[config.mk]
export PLATFORM = sky130hd
export DESIGN_NAME = dsp_stream_driver
export DESIGN_NICKNAME = d
export VERILOG_FILES = /design/src/rtl/dsp_stream_driver.sv
export SDC_FILE = /design/constraint.sdc
export NUM_CORES = 1
export LEC_CHECK = 0
export ABC_AREA = 1
export BUFFER_PORTS_ARGS = -buffer_cell sky130_fd_sc_hd__buf_2
export CAP_MARGIN = 20
export CORE_ASPECT_RATIO = 0.8
export CORE_UTILIZATION = 35
export DETAILED_ROUTE_END_ITERATION = 16
export SLEW_MARGIN = 40
export SYNTH_ARGS = -nofsm -noshare
export SYNTH_HDL_FRONTEND = slang
export SYNTH_SLANG_ARGS = --single-unit
export TNS_END_PERCENT = 10
[constraint.sdc]
create_clock -name clk -period 2.79 [get_ports clk]
set_input_delay 0.4185 -clock clk [delete_from_list [all_inputs] [get_ports clk]]
set_output_delay 0.4185 -clock clk [all_outputs]
set_load 0.02 [all_outputs]
[src/rtl/dsp_stream_driver.sv]
// Master-end driver for the systolic-array stream link: streams operand beats
// from a 1-cycle-latency buffer and captures result beats into a result buffer.
module dsp_stream_driver #(
  parameter int BW      = 2,
  parameter int CNT_W   = 16,
  parameter int TIMEOUT = 1024,
  parameter int WORD_W  = 16
) (
  input  logic                 clk,
  input  logic                 rst,
  input  logic                 start,
  input  logic [CNT_W-1:0]     in_beats,
  input  logic [CNT_W-1:0]     out_beats,
  output logic                 busy,
  output logic                 finish,
  output logic                 status_done,
  output logic                 status_err,
  output logic                 rd_en,
  output logic [CNT_W-1:0]     rd_addr,
  input  logic [BW*WORD_W-1:0] rd_data,
  output logic                 wr_en,
  output logic [CNT_W-1:0]     wr_addr,
  output logic [BW*WORD_W-1:0] wr_data,
  output logic                 in_valid,
  output logic [BW*WORD_W-1:0] in_stream,
  output logic                 out_ready,
  input  logic                 in_ready,
  input  logic                 out_valid,
  input  logic [BW*WORD_W-1:0] out_stream,
  input  logic                 done,
  input  logic                 err
);

  localparam int DW   = BW * WORD_W;
  localparam int TO_W = (TIMEOUT > 1) ? $clog2(TIMEOUT + 1) : 1;

  typedef enum logic [1:0] {IDLE, STREAM, DRAIN, FIN} state_t;

  state_t           state, state_n;
  logic [CNT_W-1:0] in_beats_q, out_beats_q;
  logic [CNT_W-1:0] rd_cnt, sent_cnt, cap_cnt;
  logic             rd_pend;
  logic [DW-1:0]    fifo_mem [2];
  logic             wr_ptr, rd_ptr;
  logic [1:0]       occ;
  logic             sticky_done;
  logic [TO_W-1:0]  to_cnt;
  logic             active, pop, push, room, timeout_hit, abort;

  always_comb begin
    state_n     = state;
    active      = (state == STREAM) || (state == DRAIN);
    timeout_hit = (TIMEOUT != 0) && (to_cnt == TO_W'(TIMEOUT));
    abort       = active && (err || timeout_hit);
    in_valid    = (state == STREAM) && (occ != 2'd0);
    pop         = in_valid && in_ready;
    push        = rd_pend && (state == STREAM);
    // Counting the in-flight read keeps the 2-entry FIFO from ever overflowing.
    room        = ({1'b0, occ} + {2'b0, rd_pend}) < (3'd2 + {2'b0, pop});
    rd_en       = (state == STREAM) && (rd_cnt < in_beats_q) && room;
    out_ready   = active && (cap_cnt < out_beats_q);
    wr_en       = out_valid && out_ready;
    wr_data     = wr_en ? out_stream : '0;
    in_stream   = in_valid ? fifo_mem[rd_ptr] : '0;
    rd_addr     = rd_cnt;
    wr_addr     = cap_cnt;
    busy        = active;
    finish      = (state == FIN);
    case (state)
      IDLE:    if (start) state_n = STREAM;
      STREAM: begin
        if (abort) state_n = FIN;
        else if (sent_cnt == in_beats_q) state_n = DRAIN;
      end
      DRAIN: begin
        if (abort) state_n = FIN;
        else if ((cap_cnt == out_beats_q) && (sticky_done || done)) state_n = FIN;
      end
      FIN:     state_n = IDLE;
      default: state_n = IDLE;
    endcase
  end

  always_ff @(posedge clk) begin
    if (rst) begin
      state       <= IDLE;
      in_beats_q  <= '0;
      out_beats_q <= '0;
      rd_cnt      <= '0;
      sent_cnt    <= '0;
      cap_cnt     <= '0;
      rd_pend     <= 1'b0;
      wr_ptr      <= 1'b0;
      rd_ptr      <= 1'b0;
      occ         <= 2'd0;
      sticky_done <= 1'b0;
      to_cnt      <= '0;
      status_done <= 1'b0;
      status_err  <= 1'b0;
    end else begin
      state   <= state_n;
      rd_pend <= rd_en;
      if ((state == IDLE) && start) begin
        in_beats_q  <= in_beats;
        out_beats_q <= out_beats;
        rd_cnt      <= '0;
        sent_cnt    <= '0;
        cap_cnt     <= '0;
        wr_ptr      <= 1'b0;
        rd_ptr      <= 1'b0;
        occ         <= 2'd0;
        sticky_done <= 1'b0;
        to_cnt      <= '0;
        status_done <= 1'b0;
        status_err  <= 1'b0;
      end else begin
        if (rd_en) rd_cnt <= rd_cnt + CNT_W'(1);
        if (pop)   sent_cnt <= sent_cnt + CNT_W'(1);
        if (wr_en) cap_cnt <= cap_cnt + CNT_W'(1);
        // An abort flushes the FIFO; a late in-flight read is dropped in FIN.
        if (abort) begin
          occ    <= 2'd0;
          wr_ptr <= 1'b0;
          rd_ptr <= 1'b0;
        end else begin
          if (push) wr_ptr <= ~wr_ptr;
          if (pop)  rd_ptr <= ~rd_ptr;
          case ({push, pop})
            2'b10:   occ <= occ + 2'd1;
            2'b01:   occ <= occ - 2'd1;
            default: occ <= occ;
          endcase
        end
        if (active && done) sticky_done <= 1'b1;
        if (active) to_cnt <= (pop || wr_en) ? '0 : to_cnt + TO_W'(1);
        if ((state_n == FIN) && (state != FIN)) begin
          status_done <= !abort;
          status_err  <= abort;
        end
      end
    end
  end

  always_ff @(posedge clk) begin
    if (push) fifo_mem[wr_ptr] <= rd_data;
  end

endmodule

==> results.txt <==
- Counting the buffers created by CTS gives 17.
- Area growth from synthesis to final layout: 29.82%
- Arrival time at the worst endpoint: 2.40 ns
- DRC violation total after the first TritonRoute iteration: 502
- Across the run, the number of max-cap violations was 0.
- The die is 175.8 um wide.
* Detailed-routing iteration count for the pre-antenna-repair pass: 5
* Synthesized area per cell: 8.215 um2
- DRC Markers: 0
* Pin slew with the least headroom to its limit: 0.6884 ns
* Tmin final: 2.819 ns
* Final net count: 1397
- The total count of max-transition violations in the final report came to 0.
* GR met1 Demand/Resource: 24.70%
* Wire length per cell after detailed routing: 14.07 um
* Hpwl dp: roughly 16000 um
- Hold timing on the final database bottoms out at a slack of between 0.15 and 0.2 ns.
- Setup violations remaining at the end of the flow were counted as 17.
- For this run, the leading register cell type out of synthesis is sky130_fd_sc_hd__dfxtp_1.
* Launching element of the worst setup path: state[1]
- Insertion delay of the later-clocked pin in the worst-skew pair: 0.44 ns
* CP Data Required Time: between 2 and 2.5 ns
* Max clock buf depth: 2
* EDFF count, synth: 64
- Overall routing resource usage: around 18%
- TritonCTS built the clock tree.
- For this run, asynchronously set or reset flops after synthesis account for 0%.
- The floorplan has 50 rows.
- Classification of the worst setup path: reg2out
- GRT overflow: 0
- The worst register-to-register path has a setup slack of ~0.51 ns.
- In this run the standard cell core region covers 0.02359 mm2.
- FF-to-FF Start: wr_addr[14]
- After global routing, the most crowded layer is met2.
- The first global-routing pass estimated 34440 um of wire.
- Via Count: 7335
- For this run, the register share of the synthesized area comes to between 40% and 50%.
- The number of global-route vias before repair is 6818.
- Timing analysis after detailed placement gives a worst setup slack of 0.2953 ns.
- Die Area: 0.02481 mm2
- Number of levels the H-tree was split into: 4
- The path class of the tightest hold or removal check is in2reg.
- Critical-path maximum fanout: 9
- After detailed routing, the number of vias per cell comes to 4.657.
- The number of nets handed over by synthesis was 1177.
* Cell leakage power: 4.945 nW
- Measured in cells, the most critical reg-to-reg path has a length of 11.
- Reg-to-reg critical path endpoint: to_cnt[0]
- Violations in the final reports: negative setup slack
- Worst clock skew: 0.01516 ns
- Maximum number of pins on one net before global-route repair: 64
* Post-detailed-routing wire length: 22150 um
- Share of layout cells above drive strength 1: 28.90%
- The die is 141.1 um tall.
- Count of unique library cells instantiated by Yosys: 41
- Element type at the critical path end: primary output
- End point of the critical path: wr_data[8]
* Mapped Area: 0.008462 mm2
- Final number of hold-violating endpoints: 0
- Global routing consumed, on the met3 layer, 4.045% of the routing resources.
* Placer congestion estimate: roughly 0.9
- Clock transition at the registers of the reported paths: 0.08 ns
* Layout Cells excl Fill: 1575
- Of the available clock period, the critical path in the final layout requires 101.0%.
- Global routing used a little over a quarter of the available met2 tracks.
* Number of ports placed on the die boundary: 207
* Antenna-violating nets left: 0
- Antenna diode count: 0
* Master cell of the clock root buffer: sky130_fd_sc_hd__clkbuf_16
* Worst-case headroom to the max-slew limit: between 50 and 60%
* CP startpoint kind: register
- Once the floorplan was initialized, standard cells occupied 35.88% of the core.
- Port bufs: 206
- The synthesized design contains between 150 and 200 register bits.
* Cells after DPL: 1535
* Least setup slack across all paths after layout: -0.02850 ns
- For this run, the number of Yosys warnings is 0.
- The cell count after synthesis came out at between 1000 and 1500.
- Number of fill cells: 2334
- Antenna violations before repair: 1
- The tree built by TritonCTS fans out to 166 sinks.
- The run finished, with violations left.
* Max VDD drop: between 300 and 400 uV
- RSZ-0062 raised after global routing: true
* Power density normalized to cell area: 538.0 mW/mm2
- Fmax: 354.8 MHz
final cells by class:
type / instances / area, um2 / area share, %
multi-input cells: 668 / 3951 / 35.97
flip-flops and latches: 166 / 3984 / 36.26
well taps: 312 / 390.4 / 3.554
clock inverters: 15 / 211.5 / 1.925
inverters: 166 / 636.9 / 5.797
repair buffers: 231 / 1386 / 12.62
clock buffers: 17 / 425.4 / 3.872
power breakdown:
part	internal, W	switching [W]
Clock	0.00125	0.00120
Combinational	0.000325	0.000512
Sequential	0.00259	0.0000347
Total	0.00416	0.00175
worst min path at each step:
stage / from / to / slack, ns / cells past startpoint
3_5_place_dp: status_err / status_err / 0.46 / 2
4_1_cts: rd_data[12] / fifo_mem[1][12] / 0.15 / 1
2_1_floorplan: out_beats_q[10] / out_beats_q[10] / 0.44 / 2
6_report: rd_data[17] / fifo_mem[1][17] / 0.16 / 1
5_1_grt: rd_data[17] / fifo_mem[1][17] / 0.15 / 1
3_3_place_gp: sticky_done / sticky_done / 0.45 / 2
synth_stat cells (2+ instances only):
cell	number	area share, %
sky130_fd_sc_hd__nand2_2	2	0.15
sky130_fd_sc_hd__edfxtp_1	64	23
sky130_fd_sc_hd__xor2_1	25	2.6
sky130_fd_sc_hd__nor3_1	15	0.89
sky130_fd_sc_hd__nor4_1	5	0.37
sky130_fd_sc_hd__inv_2	5	0.22
sky130_fd_sc_hd__o21ai_0	22	1.3
sky130_fd_sc_hd__o21ai_1	2	0.12
sky130_fd_sc_hd__buf_2	2	0.12
sky130_fd_sc_hd__nand2_1	217	9.6
sky130_fd_sc_hd__clkbuf_1	22	0.98
sky130_fd_sc_hd__ha_1	44	6.5
sky130_fd_sc_hd__nor2_1	143	6.3
sky130_fd_sc_hd__nand3_1	30	1.8
sky130_fd_sc_hd__nor2_4	2	0.27
sky130_fd_sc_hd__inv_1	159	7.1
sky130_fd_sc_hd__a211oi_1	34	3.0
sky130_fd_sc_hd__xnor2_1	11	1.1
sky130_fd_sc_hd__or2_2	3	0.22
sky130_fd_sc_hd__a21oi_1	59	3.5
sky130_fd_sc_hd__nor2_2	2	0.15
sky130_fd_sc_hd__buf_1	4	0.18
sky130_fd_sc_hd__dfxtp_1	102	24
sky130_fd_sc_hd__nand3b_1	2	0.18
sky130_fd_sc_hd__nand4_1	7	0.52
sky130_fd_sc_hd__mux2_2	32	4.3
sequential cells by signal (all words and copies together) (netlist names), named ones only:
name,flops
wr_ptr,1
state,2
fifo_mem,64
sent_cnt,16
to_cnt,11
rd_addr,16
out_beats_q,16
in_beats_q,16
wr_addr,16
status_done,1
rd_ptr,1
occ,2
status_err,1
rd_pend,1
sticky_done,1
cells in the final DEF, fill, tap and decap left out, types with 3 or more instances in the layout:
master | Yosys | final
sky130_fd_sc_hd__nand4_1 | 7 | 7
sky130_fd_sc_hd__inv_6 | 0 | 4
sky130_fd_sc_hd__mux2_2 | 32 | 32
sky130_fd_sc_hd__edfxtp_1 | 64 | 64
sky130_fd_sc_hd__xnor2_1 | 11 | 11
sky130_fd_sc_hd__inv_1 | 159 | 157
sky130_fd_sc_hd__buf_6 | 1 | 6
sky130_fd_sc_hd__o21ai_1 | 2 | 4
sky130_fd_sc_hd__nor2_1 | 143 | 126
sky130_fd_sc_hd__o21ai_0 | 22 | 19
sky130_fd_sc_hd__buf_4 | 1 | 47
sky130_fd_sc_hd__a211oi_1 | 34 | 33
sky130_fd_sc_hd__nand3_1 | 30 | 30
sky130_fd_sc_hd__ha_4 | 0 | 7
sky130_fd_sc_hd__nor4_1 | 5 | 5
sky130_fd_sc_hd__nand2_2 | 2 | 5
sky130_fd_sc_hd__nand2_1 | 217 | 214
sky130_fd_sc_hd__xor2_1 | 25 | 25
sky130_fd_sc_hd__inv_2 | 5 | 4
sky130_fd_sc_hd__dfxtp_1 | 102 | 90
sky130_fd_sc_hd__a21oi_2 | 0 | 6
sky130_fd_sc_hd__nor2_2 | 2 | 13
sky130_fd_sc_hd__nor3_1 | 15 | 15
sky130_fd_sc_hd__ha_1 | 44 | 36
sky130_fd_sc_hd__nor2_4 | 2 | 8
sky130_fd_sc_hd__a21oi_1 | 59 | 53
sky130_fd_sc_hd__dfxtp_2 | 0 | 10
sky130_fd_sc_hd__clkbuf_16 | 0 | 20
sky130_fd_sc_hd__buf_2 | 2 | 174
sky130_fd_sc_hd__inv_12 | 0 | 3
sky130_fd_sc_hd__clkinv_8 | 0 | 7
routing by layer:
metal | routed length, um | vias up
li1 | - | 3767
met1 | 10920 | 3376
met2 | 9814 | 171
met3 | 1169 | 19
met4 | 242 | 2
met5 | 10 | -
cells by family (layout without fill, tap and decap cells):
logic type	after synthesis	after routing	synth area share [%]
simple gates	435	435	21.51
buf+inv	196	429	8.872
flops	166	166	46.84
compound gates	121	121	8.280
fa+ha+maj	44	44	6.506
xor+xnor	36	36	3.726
mux	32	32	4.259
through the flow:
step	instance area [um2]	util [%]	TNS, ns	power (W)
after floorplan	8462	-	0	0.003131
after global placement	9905	41.99	0	0.003389
after detailed placement	9905	41.99	0	0.003401
after CTS	10650	45.17	-0.3315	0.005881
after global routing	10990	46.58	-3.460	0.006181
final	10990	46.58	-0.2390	0.005911
worst max-delay path, cell delays in order (launching register included):
cell,delay (ns)
sky130_fd_sc_hd__dfxtp_4,0.36
sky130_fd_sc_hd__inv_4,0.05
sky130_fd_sc_hd__ha_4,0.28
sky130_fd_sc_hd__inv_6,0.04
sky130_fd_sc_hd__a211o_1,0.23
sky130_fd_sc_hd__a211oi_2,0.18
sky130_fd_sc_hd__nand2_2,0.10
sky130_fd_sc_hd__nor2_4,0.15
sky130_fd_sc_hd__clkinv_4,0.13
sky130_fd_sc_hd__clkbuf_16,0.20
sky130_fd_sc_hd__nor2_1,0.09
sky130_fd_sc_hd__buf_4,0.15
what timing repair did:
action | in CTS | in global routing
setup buffers | 1 | 3
gates cloned | 0 | 4
gates resized for setup | 44 | 57
pin swaps | 1 | 8
hold endpoints to repair | 0 | 0
hold buffers | 0 | 0
endpoints found under the setup margin | 33 | 34
(Power assumes the default switching activity.)
